[src/rtl/sample_feeder.sv]
// ---------------------------------------------------------------------------
// sample_feeder
//   Buffers non-uniform upstream samples in a small FIFO and presents them to
//   the PE array one per slot. A frame is 8 slots. Every slot lasts timing+1
//   clk30x cycles. The slot period is re-latched only at frame boundaries.
//
// Ports
//   clk30x      : single clock, rising edge
//   reset       : asynchronous, active-low reset
//   enable      : request to stream frames
//   period      : slot length minus 1 (cycles), sampled at frame start
//   in_word     : upstream sample
//   in_valid    : in_word is valid
//   in_ready    : FIFO can accept a word
//   inputword   : word on the PE array input bus (0 when idle or starved)
//   timing      : latched slot period for the PE timing inputs
//   slot_strobe : one-cycle pulse when a new word appears on inputword
//   frame_start : one-cycle pulse with slot_strobe for slot 0
//   word_index  : slot number 0..7 of the current inputword
//   underrun    : sticky; some slot found the FIFO empty
//   fill        : current FIFO occupancy
// ---------------------------------------------------------------------------
module sample_feeder #(
    parameter int WORDLENGTH = 16,
    parameter int DEPTH      = 8
) (
    input  logic                    clk30x,
    input  logic                    reset,
    input  logic                    enable,
    input  logic [31:0]             period,
    input  logic [WORDLENGTH-1:0]   in_word,
    input  logic                    in_valid,
    output logic                    in_ready,
    output logic [WORDLENGTH-1:0]   inputword,
    output logic [31:0]             timing,
    output logic                    slot_strobe,
    output logic                    frame_start,
    output logic [2:0]              word_index,
    output logic                    underrun,
    output logic [$clog2(DEPTH):0]  fill
);

    localparam int AW = $clog2(DEPTH);
    localparam logic [AW:0] DEPTH_LVL = DEPTH[AW:0];

    localparam logic ST_IDLE = 1'b0;
    localparam logic ST_RUN  = 1'b1;

    logic                  state;
    logic [31:0]           counter;
    logic [AW-1:0]         wr_ptr;
    logic [AW-1:0]         rd_ptr;
    logic [WORDLENGTH-1:0] mem [DEPTH];

    logic push;
    logic pop;
    logic nonempty;
    logic start;
    logic boundary;
    logic wrap;
    logic stop;

    assign in_ready = (fill < DEPTH_LVL);
    assign push     = in_valid && in_ready;
    // Registered fill is the pre-push occupancy, so a word pushed this cycle
    // is never visible to a pop in the same cycle.
    assign nonempty = (fill != '0);

    assign start    = (state == ST_IDLE) && enable && nonempty;
    assign boundary = (state == ST_RUN) && (counter == timing);
    assign wrap     = boundary && (word_index == 3'd7);
    assign stop     = wrap && !enable;
    assign pop      = start || (boundary && !stop && nonempty);

    // Storage: no reset needed, contents are qualified by fill.
    always_ff @(posedge clk30x) begin
        if (push) begin
            mem[wr_ptr] <= in_word;
        end
    end

    always_ff @(posedge clk30x or negedge reset) begin
        if (!reset) begin
            wr_ptr <= '0;
            rd_ptr <= '0;
            fill   <= '0;
        end else begin
            if (push) begin
                wr_ptr <= wr_ptr + 1'b1;
            end
            if (pop) begin
                rd_ptr <= rd_ptr + 1'b1;
            end
            case ({push, pop})
                2'b10:   fill <= fill + 1'b1;
                2'b01:   fill <= fill - 1'b1;
                default: fill <= fill;
            endcase
        end
    end

    always_ff @(posedge clk30x or negedge reset) begin
        if (!reset) begin
            state       <= ST_IDLE;
            counter     <= '0;
            timing      <= '0;
            inputword   <= '0;
            word_index  <= '0;
            slot_strobe <= 1'b0;
            frame_start <= 1'b0;
            underrun    <= 1'b0;
        end else begin
            slot_strobe <= 1'b0;
            frame_start <= 1'b0;
            case (state)
                ST_IDLE: begin
                    counter <= '0;
                    if (start) begin
                        state       <= ST_RUN;
                        inputword   <= mem[rd_ptr];
                        timing      <= period;
                        word_index  <= '0;
                        slot_strobe <= 1'b1;
                        frame_start <= 1'b1;
                    end
                end
                default: begin
                    if (boundary) begin
                        counter <= '0;
                        if (stop) begin
                            state      <= ST_IDLE;
                            inputword  <= '0;
                            word_index <= '0;
                        end else begin
                            word_index  <= word_index + 3'd1;
                            slot_strobe <= 1'b1;
                            if (wrap) begin
                                frame_start <= 1'b1;
                                timing      <= period;
                            end
                            if (nonempty) begin
                                inputword <= mem[rd_ptr];
                            end else begin
                                inputword <= '0;
                                underrun  <= 1'b1;
                            end
                        end
                    end else begin
                        counter <= counter + 32'd1;
                    end
                end
            endcase
        end
    end

endmodule

[config.mk]
export PLATFORM = sky130hd
export DESIGN_NAME = sample_feeder
export DESIGN_NICKNAME = d
export VERILOG_FILES = /design/src/rtl/sample_feeder.sv
export SDC_FILE = /design/constraint.sdc
export NUM_CORES = 1
export LEC_CHECK = 0
export BUFFER_PORTS_ARGS = -buffer_cell sky130_fd_sc_hd__clkbuf_2
export CORE_ASPECT_RATIO = 0.6
export CORE_MARGIN = 2
export CORE_UTILIZATION = 40
export CTS_CLUSTER_DIAMETER = 30
export CTS_CLUSTER_SIZE = 28
export DETAILED_ROUTE_END_ITERATION = 10
export MAX_ROUTING_LAYER = met4
export PLACE_DENSITY = 0.65
export SLEW_MARGIN = 20
export SYNTH_ARGS = -nofsm -noshare
export SYNTH_HDL_FRONTEND = slang
export SYNTH_SLANG_ARGS = --single-unit
[constraint.sdc]
create_clock -name clk30x -period 2.45 [get_ports clk30x]
set_input_delay 0.245 -clock clk30x [delete_from_list [all_inputs] [get_ports clk30x]]
set_output_delay 0.245 -clock clk30x [all_outputs]
set_load 0.005 [all_outputs]
# --- Word level (Yosys, flattened, before mapping) ---
# Memory sizes are Yosys's and may differ from the RTL's.
# Cells that the tools add are included.
word_totals:
  regBits: 97
  latchBits: 0
  mem_bits_rw: 128
  romBits: 0
  in_bits: 52
  output_inout_bits: 59
  wordCells: 75
  n_memories: 1
mem_list:
  columns: ["name", "depth", "word_bits", "read_ports", "rd_ports_with_merged_regs", "write_ports", "line", "text"]
  rows:
  - ["mem", 8, 16, 1, 0, 1, "53", "logic [WORDLENGTH-1:0] mem [DEPTH];"]
op_classes:
  addsub: 6
  mul: 0
  div_mod_pow: 0
  magnitude_cmp: 1
  n_eq_ne: 7
  shifts: 0
  mux: 29
  bitwise: 3
  reduce_logical: 17
op_table:
  columns: ["op", "count"]
  rows:
  - ["two-way mux 32 bit", 7]
  - ["two-way mux 16 bit", 5]
  - ["adder 32 x 1 -> 32 bit, second input constant", 1]
  - ["equality test 32 bit", 1]
  - ["two-way mux 1 bit", 12]
  - ["two-way mux 3 bit", 4]
  - ["adder 3 x 1 -> 3 bit, second input constant", 3]
  - ["logical AND 1 bit", 8]
  - ["case mux 4 bit (2 select lines)", 1]
  - ["AND reduction 4 bit", 2]
  - ["adder 4 x 1 -> 4 bit, second input constant", 1]
  - ["< comparator 4 bit, second input constant", 1]
  - ["!= test 2 x 1 -> 1 bit, second input constant", 2]
  - ["nonzero test 2 bit", 2]
  - ["nonzero test 4 bit", 1]
  - ["subtractor 4 x 1 -> 4 bit, second input constant", 1]
  - ["equality test 3 bit, second input constant", 1]
  - ["inverter 1 bit", 3]
  - ["equality test 2 x 1 -> 1 bit, second input constant", 1]
  - ["equality test 2 bit, second input constant", 1]
  - ["zero test 1 bit", 2]
  - ["!= test 2 bit, second input constant", 1]
  - ["AND reduction 2 bit", 1]
  - ["logical OR 1 bit", 1]

# --- Depth between registers and ports, before layout ---
# Gate-level depths: netlist of run 1.
depth:
  depth_word: 10
  depth_mapped: 12
  ltp_nobuf: 12

# --- Worst setup path after synthesis of run 1 ---
# No wires, ideal clock.
synth_path:
  path_type: "flip-flop to flip-flop"
  from: "register timing[3]"
  to: "register fill[3]"
  arrival_ns: 2.553
  required_ns: 2.328
  setup_slack_ns: -0.226
  stages_incl_launch_ff: 13
  n_path_buf: 0
  cell_sequence: "dfrtp_1 nor2b_1 a221o_1 nor4_1 nand4_1 a21oi_1 ha_1 ha_1 a21o_1 a21oi_1 xnor2_1 nor2_1 xnor2_1"
synth_via:
  elab_chain_len: 10
  elab_cells_between_ends: 12
  cone_classes: "3 x eq/ne; 1 x mux; 8 x reduce/logical"
synth_lines:
  columns: ["item", "line", "text"]
  rows:
  - ["start: declaration", "35", "output logic [31:0] timing,"]
  - ["start signal: assignment", "121", "timing <= period;"]
  - ["start signal: assignment", "139", "timing <= period;"]
  - ["equality test 32 bit *", "70", "assign boundary = (state == ST_RUN) && (counter == timing);"]
  - ["logical AND 1 bit *", "70", null]
  - ["logical AND 1 bit", "71", "assign wrap = boundary && (word_index == 3'd7);"]
  - ["logical AND 1 bit", "72", "assign stop = wrap && !enable;"]
  - ["zero test 1 bit", "73", "assign pop = start || (boundary && !stop && nonempty);"]
  - ["logical AND 1 bit * (2 in series)", "73", null]
  - ["logical OR 1 bit *", "73", null]
  - ["net pop", "56", "logic pop;"]
  - ["equality test 2 x 1 -> 1 bit or equality test 2 bit (tied branches)", "94", "case ({push, pop})"]
  - ["case mux 4 bit (2 select lines) or nonzero test 2 bit (tied branches)", null, null]
  - ["end signal: assignment", "95", "2'b10: fill <= fill + 1'b1;"]
  - ["end signal: assignment", "96", "2'b01: fill <= fill - 1'b1;"]
  - ["end signal: assignment", "97", "default: fill <= fill;"]
  - ["end: declaration", "40", "output logic [$clog2(DEPTH):0] fill"]
# The timed path passes the listed nets; every way through them passes the cells marked *.
# A chain may end at the register's enable or synchronous reset.

# --- Worst setup path in the final report of run 1 ---
layout_path:
  from: "register timing[19]"
  to: "register fill[3]"
# Same word-level chain as after synthesis.

==> results of run 1 <==
==> cells by family after synthesis <==
group / Yosys count / synth area share, %
AND/OR/NAND/NOR: 139 / 7.50
AO/OA/AOI/OAI: 33 / 2.43
XOR/XNOR: 66 / 6.10
buffers and inverters: 39 / 1.95
flip-flops: 225 / 66.2
multiplexers: 83 / 14.6
adder cells (fa/ha/maj): 9 / 1.27
==> power by group through the flow <==
stage,Sequential (mW),Combinational (mW),Clock (mW)
final,4.70,2.25,5.44
after global routing,4.74,2.46,5.68
after CTS,4.69,2.19,5.52
after detailed placement,4.75,2.09,0
after global placement,4.72,2.03,0
after floorplan,4.74,1.09,0
==> cell type report <==
type	instances	area, um^2
multi-input combinational	331	3200
fill	1725	9960
inverter	13	48.8
tap	315	394
clock buffer	42	995
timing repair buffer	267	1990
clock inverter	23	322
sequential	225	6270
==> placed cells by master (no fill, tap or decap), types with 5 or more instances in the layout <==
master         instances
mux2_2                 5
xnor2_2                5
mux2i_1               17
nand2b_1               6
xor2_1                26
dlygate4sd3_1         35
nand4_1               13
dfrtp_1               96
edfxtp_1             128
ha_1                   5
nor2_1                41
bufinv_16              7
clkbuf_16             41
clkinv_2               5
mux2_4                29
inv_1                 11
and4_1                 5
nand3_1               29
clkbuf_2             109
and3_1                 6
clkbuf_8               5
xnor2_1               35
buf_4                108
buf_12                 5
mux4_2                32
o31ai_1               15
nand2_1               19
==> worst max-delay path, cell delays in order, from the launching register on <==
cell	delay [ps]
dfrtp_1	400
xnor2_2	280
nand4_1	220
nor4_2	320
nand4_1	230
a21oi_2	250
ha_4	180
ha_4	200
a21o_1	160
a21oi_2	150
xnor2_1	130
nor2_1	90
xnor2_1	120
==> sequential cells by signal, summed over array words and instances (netlist names) <==
| name | count |
|---|---|
| word_index | 3 |
| wr_ptr | 3 |
| inputword | 16 |
| frame_start | 1 |
| fill | 4 |
| mem | 128 |
| underrun | 1 |
| slot_strobe | 1 |
| state | 1 |
| counter | 32 |
| rd_ptr | 3 |
| timing | 32 |
==> how the worst max path moves through the flow <==
| stage | start | to | slack [ps] | cells after the start |
|---|---|---|---|---|
| 2_1_floorplan | timing[3] | fill[3] | -110 | 12 |
| 3_3_place_gp | timing[20] | fill[3] | -350 | 12 |
| 3_5_place_dp | timing[7] | fill[3] | -440 | 13 |
| 4_1_cts | counter[7] | fill[3] | -370 | 13 |
| 5_1_grt | timing[6] | fill[3] | -540 | 12 |
| 6_report | timing[19] | fill[3] | -400 | 12 |
==> routing by layer <==
| metal | share of wire (%) | GRT usage [%] | vias to the layer above |
|---|---|---|---|
| li1 | - | - | 2799 |
| met1 | 46 | 26.8 | 3147 |
| met2 | 45 | 28.4 | 197 |
| met3 | 7.0 | 4.30 | 45 |
| met4 | 2.4 | 6.61 | 0 |
| met5 | 0 | - | - |
==> per-stage QoR <==
step	area [um^2]	utilization [%]	hold WS [ps]	power [mW]	TNS (ps)
floorplan	9500	-	-50.6	5.83	-145
global placement	11200	48.1	262	6.74	-720
detailed placement	11200	48.1	274	6.84	-969
CTS	12900	55.7	3.30	12.4	-18620
global route	13200	57.1	5.08	12.9	-26130
finish	13200	57.1	15.9	12.4	-19410
==> timing repair <==
| item | in CTS | in global routing |
|---|---|---|
| setup endpoints to repair | 3 | 89 |
| pin swaps | 14 | 12 |
| hold buffers | 35 | 0 |
| setup buffers | 5 | 6 |
| gates resized for setup | 12 | 29 |
| gates cloned | 0 | 8 |
| hold endpoints to repair | 96 | 0 |
==> impl_metrics.json, run 1 <==
{
  "grt_pass1_vias": 6280,
  "portBuffers": 110,
  "worst_r2r_path_depth": 12,
  "ys_async_sr_fraction_pct": 43.1,
  "start_util_pct": 40.9,
  "htreeDepth": 2,
  "clock-root-buffer": "clkbuf_16",
  "rsz0062_at_grt": "true",
  "critPathKind": "flop to flop",
  "fin_ws_ps": -396,
  "r2r_slack_ps": -400,
  "place_ws_ps": -437,
  "nets": 935,
  "final_cells": 1216,
  "cts_made_buffers": 36,
  "synth_edf_count": 128,
  "p_sw_mw": 3.13,
  "grt_usage_pct": 19.3,
  "avgViaCountPerCell": 5.09,
  "maxSlewHeadroom_pct": 49.7,
  "syn_to_final_growth_pct": 39.6,
  "finalHoldViolations": 0,
  "overflow": 0,
  "ys_types": 41,
  "required_ps": 2820,
  "synth_common_cells": "128 x edfxtp_1, 97 x dfrtp_1, 41 x nor2_1",
  "ant_nets": 0,
  "io_pins": 111,
  "p_leak_nw": 5.66,
  "maxSlewViolCount": 0,
  "diodes": 0,
  "syn-instance-count": 594,
  "dp_hpwl_mm": 15.2,
  "die_x_um": 203,
  "synth_top_area_share_pct": 40.6,
  "drc": 0,
  "clkSinkCount": 225,
  "drv_cap": 0,
  "path_max_fanout": 2,
  "share_comb_of_total_power_pct": 18.1,
  "clock_skew_ps": 23.0,
  "min_to": "timing[3]",
  "min_from": "period[3]",
  "synth_top_area_cell": "edfxtp_1",
  "timing.fmax_mhz": 351,
  "p_sw_share_pct": 25.2,
  "drt_iter0_drc": 401,
  "syn_avg_cell_area_um2": 16.0,
  "ys_warn_count": 0,
  "fin_crit_ps": 2850,
  "via_count": 6188,
  "grt_max_degree": 59,
  "yosysMostFrequentCell": "edfxtp_1",
  "power_density_nw_per_um2": 936,
  "dp_cells": 1097,
  "p_int_mw": 9.26,
  "period_share_pct": 116,
  "synthFlopType": "edfxtp_1",
  "routabilityCongestion": 0.899,
  "setup.worst_path.start_class": "flop",
  "peakVddDrop_mv": 0.407,
  "pwr-share-seq_pct": 37.9,
  "synth_nets": 655,
  "die_h_um": 123,
  "die-area_um2": 25000,
  "clk_pin_slew_ps": 40,
  "finalSetupViolations": 88,
  "routedWlPerCell_um": 20.0,
  "cts_buffer_depth": 3,
  "min_delay_path_depth": 2,
  "synth_area_leaders": "edfxtp_1 41%, dfrtp_1 26%, mux4_2 7.6%, mux2_4 4.6%, xnor2_1 3.7%",
  "drive_gt1_share_pct": 43.4,
  "cp_data_arrival_time_ps": 3220,
  "ys_seq_area_share_pct": 66.2,
  "floorplan.core_area_um2": 23200,
  "routed_wl_mm": 24.3,
  "grt_pass1_wl_mm": 35.3,
  "end_kind": "flop",
  "r2r-end": "fill[3]",
  "p_clk_share_pct": 43.9,
  "ys_ff_latch": 225,
  "rows": 43,
  "antenna_found_initial": 0,
  "status": "finished with violations",
  "timing.rr.start": "timing[19]",
  "worst_pin_slew_ps": 755,
  "hold_path.class": "primary input to flop",
  "drtPass1Iterations": 5,
  "clkLatencyLatePin_ps": 510,
  "violations": "negative setup slack",
  "tritoncts": "built",
  "synth_area_um2": 9480
}
Power figures use the tool's default switching activity.
==> inputs of run 2 (changes only) <==
--- a/config.mk
+++ b/config.mk
@@ -5,6 +5,7 @@
 export SDC_FILE = /design/constraint.sdc
 export NUM_CORES = 1
 export LEC_CHECK = 0
+export ABC_AREA = 1
 export BUFFER_PORTS_ARGS = -buffer_cell sky130_fd_sc_hd__clkbuf_2
 export CORE_ASPECT_RATIO = 0.6
 export CORE_MARGIN = 2
==> impl_metrics.json, run 2 <==
{
  "ant_nets": 0,
  "routabilityCongestion": 1.00,
  "die_h_um": 130,
  "clock-root-buffer": "clkbuf_16",
  "maxSlewViolCount": 0,
  "period_share_pct": 114,
  "antenna_found_initial": 1,
  "timing.rr.start": "counter[21]",
  "grt_usage_pct": 24.7,
  "clkLatencyLatePin_ps": 520,
  "path_max_fanout": 3,
  "final_util_pct": 58.1,
  "grt_max_degree": 67,
  "crit_path_start": "counter[21]",
  "synth_edf_count": 128,
  "top_regs": "mem: 128 flops, counter: 32 flops, timing: 32 flops",
  "synth_area_leaders": "edfxtp_1 37%, dfrtp_1 23%, nand2_1 10%, inv_1 3.9%, nand3_1 3.7%",
  "place_ws_ps": -319,
  "status": "finished with violations",
  "synth_area_um2": 10500,
  "hold_path.class": "primary input to flop",
  "syn_to_final_growth_pct": 41.3,
  "nets": 1509,
  "synth_top_area_share_pct": 36.6,
  "worst_pin_slew_ps": 712,
  "end_kind": "flop",
  "ys_seq_area_share_pct": 59.7,
  "drc": 0,
  "cts_buffer_depth": 3,
  "peakVddDrop_mv": 0.528,
  "dp_hpwl_mm": 22.9,
  "synthFlopType": "edfxtp_1",
  "floorplan.core_area_um2": 25600,
  "violations": "negative setup slack",
  "overflow": 0,
  "timing.fmax_mhz": 359,
  "setup.worst_path.start_class": "flop",
  "htreeDepth": 2,
  "fin_crit_ps": 2790,
  "required_ps": 2860,
  "die_x_um": 213,
  "layout_common_cells": "261 x nand2_1, 212 x buf_4, 128 x edfxtp_1",
  "rows": 45,
  "rsz0062_at_grt": "true",
  "avgViaCountPerCell": 4.99,
  "power_density_nw_per_um2": 1080,
  "cts_made_buffers": 35,
  "ys_warn_count": 0,
  "finalHoldViolations": 0,
  "p_leak_nw": 6.85,
  "portBuffers": 110,
  "maxSlewHeadroom_pct": 52.5,
  "layout_commonest_cell": "nand2_1",
  "clk_pin_slew_ps": 60,
  "grt_pass1_wl_mm": 49.1,
  "fin_ws_ps": -338,
  "clock_skew_ps": 27.1,
  "syn-instance-count": 1085,
  "ys_async_sr_fraction_pct": 43.1,
  "start_util_pct": 41.1,
  "largest_register_ffs": 128,
  "synth_common_cells": "281 x nand2_1, 128 x edfxtp_1, 109 x inv_1",
  "drt_iter0_drc": 867,
  "largest_register": "mem",
  "drtPass1Iterations": 5,
  "ys_types": 37,
  "cp_data_arrival_time_ps": 3190,
  "synth_nets": 1146,
  "via_count": 9121,
  "synth_top_area_cell": "edfxtp_1",
  "ys_ff_latch": 225,
  "clkSinkCount": 225,
  "tritoncts": "built",
  "drive_gt1_share_pct": 32.1,
  "routedWlPerCell_um": 17.6,
  "grt_pass1_vias": 8607,
  "routed_wl_mm": 32.2,
  "min_from": "in_word[9]",
  "syn_avg_cell_area_um2": 9.69,
  "critPathKind": "flop to flop",
  "yosysMostFrequentCell": "nand2_1",
  "die-area_um2": 27600,
  "finalSetupViolations": 2,
  "drv_cap": 0,
  "io_pins": 111
}
[run 2: changes by cell type in the layout (fill, tap and decap cells not counted), sizes merged, moves of 16 or more]
cell,delta
nor2,+54
xnor2,-34
nor3,+16
buf,+100
o221ai,+31
nand3,+48
mux2,-34
o21ai,+65
nand2,+269
inv,+111
mux4,-32
[run 2: cell type report]
class | count | area, um^2
Clock inverter | 27 | 333
Tap cell | 352 | 440
Clock buffer | 37 | 915
Fill cell | 2212 | 10700
Multi-Input combinational cell | 702 | 3800
Antenna cell | 1 | 2.50
Sequential cell | 225 | 6270
Inverter | 121 | 457
Timing Repair Buffer | 363 | 2630
[run 2: cell families after synthesis]
logic type / share of synthesized area, %
adders and majority gates: 1.14
AOI/OAI and AO/OA: 7.27
buffers and inverters: 6.13
muxes: 3.05
xor gates and xnor gates: 1.42
DFF: 59.7
and+or+nand+nor: 21.3
[run 2: timing repair]
item	4_1_cts	5_1_grt
hold buffers	35	0
pin swaps	2	22
gates resized for setup	12	33
hold endpoints to repair	99	0
setup endpoints to repair	3	19
gates cloned	0	0
buffers inserted	3	11
[run 2: worst paths after layout]
path	slack [ps]	end	cells after the start
worst min register to register	500	inputword[14]	2
worst max register to register	-340	fill[3]	19
max in group asynchronous	1350	counter[15]	4
worst max-delay path	-340	fill[3]	19
min in group asynchronous	300	inputword[2]	2
worst min-delay path	8	mem[4][9]	1
[run 2: stage by stage]
stage	total power [mW]	setup TNS (ps)	cell area, um^2	std cells	hold slack [ps]
detailed placement	10.5	-602	13000	1714	316
CTS	15.9	-233	14700	1816	3.00
global route	16.9	-805	14800	1828	10.9
finish	16.0	-379	14800	1828	7.62
floorplan	7.81	-79.6	10600	1085	-50.6
global placement	10.4	-423	13000	1714	310
[run 2: critical path, cell delays in order (launching register included)]
cell	delay [ps]
dfrtp_1	370
inv_1	60
nand2_1	170
nand2_1	90
inv_1	70
nand4_1	100
buf_4	170
nor2_4	190
nand4_4	140
nand3_4	130
inv_4	40
ha_4	170
ha_4	250
nand2_2	60
nor2_2	30
a211oi_2	250
nor2_1	80
nor2_1	110
nand2_1	70
xor2_1	140
[run 2: power breakdown]
| part | switching (mW) | internal, mW |
|---|---|---|
| sequential | 0.530 | 4.70 |
| combinational | 2.99 | 2.59 |
| clock | 1.96 | 3.23 |
| total | 5.48 | 10.5 |
[run 2: metal layers]
layer,share of wire [%],GRT usage (%),vias to the layer above
met5,0,-,-
li1,-,-,4418
met2,40,31.8,320
met4,1.3,5.39,0
met3,9.0,6.69,32
met1,50,37.9,4351
